### src/rtl/serial_addsub_pkg.sv
// Shared encodings for the bit-serial adder/subtractor.
package serial_addsub_pkg;
    localparam logic [1:0] ST_IDLE = 2'd0;
    localparam logic [1:0] ST_RUN  = 2'd1;
    localparam logic [1:0] ST_DONE = 2'd2;

    localparam logic OP_ADD = 1'b0;
    localparam logic OP_SUB = 1'b1;
endpackage

### src/rtl/full_adder.sv
// 1-bit full adder cell used as the serial bit-slice.
module full_adder (
    input  logic a,
    input  logic b,
    input  logic cin,
    output logic s,
    output logic cout
);
    assign s    = a ^ b ^ cin;
    assign cout = (a & b) | (cin & (a ^ b));
endmodule

### src/rtl/serial_addsub.sv
// Bit-serial add/subtract: one operand bit per clock through a single full_adder,
// LSB first, with a registered carry and a start/busy/done handshake.
module serial_addsub
    import serial_addsub_pkg::*;
#(
    parameter int WIDTH = 8,
    parameter int CNT_W = $clog2(WIDTH + 1)
) (
    input  logic             clk,
    input  logic             reset,
    input  logic             start,
    input  logic             sub,
    input  logic [WIDTH-1:0] a,
    input  logic [WIDTH-1:0] b,
    output logic             busy,
    output logic             done,
    output logic [WIDTH-1:0] result,
    output logic             cout,
    output logic             overflow
);
    logic [1:0]       state_q, state_d;
    logic [WIDTH-1:0] sa_q, sa_d, sb_q, sb_d, acc_q, acc_d;
    logic [WIDTH-1:0] result_q, result_d;
    logic             c_q, c_d, cout_q, cout_d, ovf_q, ovf_d;
    logic [CNT_W-1:0] cnt_q, cnt_d;
    logic             fa_s, fa_cout;

    full_adder u_fa (
        .a    (sa_q[0]),
        .b    (sb_q[0]),
        .cin  (c_q),
        .s    (fa_s),
        .cout (fa_cout)
    );

    always_comb begin
        state_d  = state_q;
        sa_d     = sa_q;
        sb_d     = sb_q;
        acc_d    = acc_q;
        c_d      = c_q;
        cnt_d    = cnt_q;
        result_d = result_q;
        cout_d   = cout_q;
        ovf_d    = ovf_q;
        case (state_q)
            ST_IDLE, ST_DONE: begin
                if (start) begin
                    // Subtraction is A + ~B + 1: invert B here, seed the carry with 1.
                    sa_d    = a;
                    sb_d    = b ^ {WIDTH{sub}};
                    c_d     = (sub == OP_SUB);
                    cnt_d   = '0;
                    state_d = ST_RUN;
                end else begin
                    state_d = ST_IDLE;
                end
            end
            ST_RUN: begin
                sa_d  = sa_q >> 1;
                sb_d  = sb_q >> 1;
                acc_d = {fa_s, acc_q[WIDTH-1:1]};
                c_d   = fa_cout;
                cnt_d = cnt_q + CNT_W'(1);
                if (cnt_q == CNT_W'(WIDTH - 1)) begin
                    // c_q is the carry into the MSB, fa_cout the carry out of it.
                    result_d = acc_d;
                    cout_d   = fa_cout;
                    ovf_d    = c_q ^ fa_cout;
                    state_d  = ST_DONE;
                end
            end
            default: state_d = ST_IDLE;
        endcase
    end

    always_ff @(posedge clk) begin
        if (reset) begin
            state_q  <= ST_IDLE;
            sa_q     <= '0;
            sb_q     <= '0;
            acc_q    <= '0;
            c_q      <= 1'b0;
            cnt_q    <= '0;
            result_q <= '0;
            cout_q   <= 1'b0;
            ovf_q    <= 1'b0;
        end else begin
            state_q  <= state_d;
            sa_q     <= sa_d;
            sb_q     <= sb_d;
            acc_q    <= acc_d;
            c_q      <= c_d;
            cnt_q    <= cnt_d;
            result_q <= result_d;
            cout_q   <= cout_d;
            ovf_q    <= ovf_d;
        end
    end

    assign busy     = (state_q == ST_RUN);
    assign done     = (state_q == ST_DONE);
    assign result   = result_q;
    assign cout     = cout_q;
    assign overflow = ovf_q;
endmodule

### config.mk
export PLATFORM = sky130hd
export DESIGN_NAME = serial_addsub
export DESIGN_NICKNAME = d
export VERILOG_FILES = /design/src/rtl/serial_addsub_pkg.sv /design/src/rtl/full_adder.sv /design/src/rtl/serial_addsub.sv
export SDC_FILE = /design/constraint.sdc
export NUM_CORES = 1
export LEC_CHECK = 0
export ABC_CLOCK_PERIOD_IN_PS = 3150
export BUFFER_PORTS_ARGS = -buffer_cell sky130_fd_sc_hd__buf_2
export CAP_MARGIN = 0
export CORE_UTILIZATION = 50
export CTS_BUF_LIST = sky130_fd_sc_hd__clkbuf_2
export CTS_CLUSTER_SIZE = 24
export DETAILED_ROUTE_END_ITERATION = 16
export PLACE_DENSITY = 0.75
export SYNTH_ARGS = -nofsm -noshare
export SYNTH_HDL_FRONTEND = slang
export SYNTH_SLANG_ARGS = --single-unit
### constraint.sdc
create_clock -name clk -period 3.15 [get_ports clk]
set_clock_uncertainty 0.2 [all_clocks]
set_input_delay 0.7875 -clock clk [delete_from_list [all_inputs] [get_ports clk]]
set_output_delay 0.7875 -clock clk [all_outputs]
set_load 0.1 [all_outputs]
## After elaboration in Yosys (flattened, before gate mapping)

Index checks and enable logic that the tools add are counted.

- Logic and storage cells: 38
- Register bits after elaboration: 41
- Output and inout bits: 12

- Eq/ne operators: 5
- Muxes and demuxes: 11
- Add/sub/neg operators: 1
- Bitwise gates (word level): 7
- Reductions and logical operators: 5

Operators by type and width:

| kind | count |
|---|---|
| $pmux W8 S2 | 2 |
| $mux W8 | 2 |
| $pmux W4 S2 | 1 |
| $xor A8 B8 Y8 | 1 |
| $add A4 B1 Y4 const B | 1 |
| $eq A4 B3 Y1 const B | 1 |
| $mux W4 | 1 |
| $pmux W2 S2 | 1 |
| $reduce_and A2 Y1 | 2 |
| $xor A1 B1 Y1 | 3 |
| $and A1 B1 Y1 | 2 |
| $eq A2 B1 Y1 const B | 1 |
| $eq A2 B2 Y1 const B | 1 |
| $logic_not A2 Y1 | 1 |
| $mux W1 | 2 |
| $mux W2 | 1 |
| $ne A2 B1 Y1 const B | 1 |
| $ne A2 B2 Y1 const B | 1 |
| $pmux W1 S2 | 1 |
| $reduce_bool A2 Y1 | 1 |
| $reduce_or A2 Y1 | 1 |
| $or A1 B1 Y1 | 1 |

## Logic depth before layout (Yosys ltp)

- Depth after elaboration: 4
- Gate-level depth with buffers: 6
- Depth with buffers taken out: 4

## Modules after synthesis

From an unflattened synthesis, not the netlist that was laid out.

- Cells, all modules: 194
- Area, all modules: 1691.6 µm²

Modules (own cells, without submodules):

| module | instances | area an instance (µm²) | cells each | sequential area each (µm²) |
|---|---|---|---|---|
| serial_addsub | 1 | 1671.6 | 193 | 800.8 |
| full_adder | 1 | 20.0 | 1 | 0.0 |

## Least setup slack after synthesis

Ideal clock, no wire load.

- Path type: reg-to-output
- Start point: reg state_q[0]
- End point: out done
- Arrival: 1.652 ns
- Buffers on the path: 0
- Slack: 0.511 ns
- Stages on the path, launching flop included: 2
- Required time: 2.162 ns
- Path through: dfxtp_1 nor2b_1

- Cells in the longest elaborated chain, start to end: 1

RTL lines:

| element | RTL line | text |
|---|---|---|
| start, declared | serial_addsub.sv:21 | `logic [1:0] state_q, state_d;` |
| start signal, assigned | serial_addsub.sv:89 | `state_q <= state_d;` |
| $eq A2 B2 Y1 | serial_addsub.sv:102 | `assign done = (state_q == ST_DONE);` |
| end, declared | serial_addsub.sv:16 | `output logic done,` |

No other way between the ends.

## Final worst setup path

Same ends and word-level chain as after synthesis.

==> impl_metrics.json <==
{
  "status": "complete, no violations",
  "core-area_um2": 3130,
  "design_area_um2": 1880,
  "clock_sinks": 40,
  "worstMarginPinSlew_ns": 0.746,
  "htreeDepth": 2,
  "hp-class": "flop to flop",
  "path_buf_inv": 1,
  "r2r_cells": 4,
  "cts_repair_resize_count": 0,
  "slew_headroom_pct": 50.3,
  "rr_startpoint": "cnt_q[0]$_SDFFE_PP0P_",
  "crit_type": "flop to output pin",
  "cp-end-kind": "output pin",
  "cts_max_path_buffers": 2,
  "worstPathArrival_ns": 1.30,
  "max_freq_ghz": 0.438,
  "dieArea_um2": 3620,
  "totalPowerFinal_mw": 0.879,
  "synth_nets": 216,
  "timing.rr.end": "overflow$_SDFFE_PP0P_",
  "cp-startpoint": "state_q[0]$_SDFFE_PP0P_",
  "syn_avg_cell_area_um2": 8.72,
  "peakVddDrop_mv": 0.210,
  "hold_viol": 0,
  "worstSkewPairLatency_ns": 0.39,
  "nNetsFinal": 238,
  "holdBufCountCts": 0,
  "vias_per_cell": 5.59,
  "die_w_um": 60.2,
  "die_y_um": 60.2,
  "drtIter0Drc": 101,
  "rsz0062_at_grt": "false",
  "antenna_found_initial": 0,
  "startpoint_type": "flop",
  "maxCapViolCount": 0,
  "cpMaxStageDelayCell": "buf_2",
  "cp.depth": 2,
  "routed_wl_um": 3510,
  "avgRoutedWirePerCell_um": 13.4,
  "portBuffers": 31,
  "critPathMaxFanout": 4,
  "antennaDiodeCount": 0,
  "start_util_pct": 54.1,
  "ys_dominant_reg_cell": "dfxtp_1",
  "synthesis.instances": 194,
  "postCtsSetupBuffers": 0,
  "fin_setup_tns_ns": 0,
  "async_flop_share_pct": 0,
  "endpoint": "done",
  "grt_max_degree": 42,
  "layout_worst_path_cycle_share_pct": 72.5,
  "worst_slack_ns": 0.867,
  "gp_congestion": 0.757,
  "grtUsageTotal_pct": 22.3,
  "grt_pass1_vias": 1363,
  "drt-pass1-iter-count": 4,
  "crit_chain": "nor2b_1 -> buf_2",
  "cts_tree": "yes",
  "leakage_nw": 0.731,
  "vias": 1460,
  "drive_above_1_share_pct": 20.3,
  "dp_hpwl_um": 2190,
  "io_pins": 32,
  "post-route-min-period_ns": 2.28,
  "std_cell_rows": 20,
  "final_cell_mix": "40 x dfxtp_1, 38 x a21oi_1, 30 x buf_2, 28 x nand3_1, 17 x nand2_1",
  "synth_cell_types": 27,
  "crit_family": "buffers and inverters",
  "grt_pass1_wl_um": 5890,
  "synth_area_um2": 1690,
  "numCtsBuffers": 5,
  "drc": 0,
  "max_stage_delay_ns": 0.43,
  "root_buffer": "clkbuf_2",
  "postRouteAntennaNets": 0,
  "hold_slack_ns": 0.269,
  "place_area_um2": 1840,
  "maxSlewViolCount": 0,
  "post-place-ws_ns": 1.00,
  "cp.required_ns": 2.16,
  "setup_viol": 0,
  "syn_to_final_growth_pct": 10.9,
  "final_common_cell": "dfxtp_1",
  "clk_pin_slew_ns": 0.18,
  "grt_remaining_overflow": 0,
  "ys_ff_latch": 40,
  "synth_edf_count": 0,
  "p_per_area_nw_per_um2": 469,
  "ys_warn_count": 0,
  "ys_seq_area_share_pct": 47.3,
  "r2r_slack_ns": 1.40
}
kinds of logic (layout without fill, tap and decap cells):
family | after synthesis | count (layout) | synth area share, %
compound gates | 64 | 64 | 21.8
xor+xnor | 9 | 9 | 4.66
fa+ha+maj | 2 | 2 | 1.92
buf+inv | 20 | 43 | 6.21
flops | 40 | 40 | 47.3
mux | 2 | 2 | 1.48
simple gates | 57 | 57 | 16.6
flip-flops by register name, summed over array words and instances, names as in the netlist:
signal and flops:
result 8, sa_q 8, sb_q 8, acc_q 7
cnt_q 4, state_q 2, c_q 1, cout 1
overflow 1
synthesized netlist by cell type (2+ instances only):
| cell type | instances | share of area (%) |
|---|---|---|
| o21ai_0 | 9 | 2.7 |
| nand2_1 | 17 | 3.8 |
| nand2b_1 | 3 | 1.1 |
| a21oi_1 | 38 | 11 |
| dfxtp_1 | 40 | 47 |
| buf_4 | 3 | 1.3 |
| nand3_1 | 28 | 8.3 |
| clkbuf_1 | 6 | 1.3 |
| a22oi_1 | 15 | 6.7 |
| xor2_1 | 8 | 4.1 |
| nor2b_1 | 2 | 0.74 |
| buf_2 | 9 | 2.7 |
| nand3b_1 | 2 | 0.89 |
layer usage:
| layer | track usage [%] | share of wire, % | vias up |
|---|---|---|---|
| li1 | - | - | 728 |
| met1 | 27.3 | 46 | 681 |
| met2 | 34.9 | 48 | 49 |
| met3 | 7.79 | 5.7 | 2 |
| met4 | 9.97 | 0.43 | 0 |
| met5 | 0 | 0 | - |
report_power, final:
part,switching [mW],leakage [nW],internal (mW)
sequential,0.0134,0.325,0.527
combinational,0.0780,0.375,0.0455
clock,0.156,0.0306,0.0595
total,0.248,0.731,0.632
through the flow:
stage,instances,util [%]
2_1_floorplan,194,-
6_report,261,60.0
3_5_place_dp,253,58.8
5_1_grt,261,60.0
4_1_cts,261,60.0
3_3_place_gp,253,58.8
cell type report:
cell class | instances | area (um^2)
flip-flops and latches | 40 | 801
clock inverters | 1 | 3.75
well taps | 44 | 55.1
inverters | 1 | 3.75
clock buffers | 7 | 35.0
multi-input cells | 134 | 786
repair buffers | 34 | 193
fillers | 291 | 1250
how the worst min path moves through the flow:
stage / start / to / cells past startpoint
2_1_floorplan: acc_q[1]$_SDFFE_PP0P_ / acc_q[1]$_SDFFE_PP0P_ / 2
3_3_place_gp: acc_q[1]$_SDFFE_PP0P_ / acc_q[1]$_SDFFE_PP0P_ / 2
3_5_place_dp: acc_q[1]$_SDFFE_PP0P_ / acc_q[1]$_SDFFE_PP0P_ / 2
4_1_cts: acc_q[1]$_SDFFE_PP0P_ / acc_q[1]$_SDFFE_PP0P_ / 2
5_1_grt: acc_q[4]$_SDFFE_PP0P_ / acc_q[3]$_SDFFE_PP0P_ / 2
6_report: acc_q[1]$_SDFFE_PP0P_ / acc_q[1]$_SDFFE_PP0P_ / 2
worst reg2reg max path: cells and delay by family (launching register included):
family / cells / cell delay [ns]
simple gates: 1 / 0.45
flops: 1 / 0.42
fa+ha+maj: 1 / 0.23
compound gates: 2 / 0.38
(Power assumes the default switching activity.)
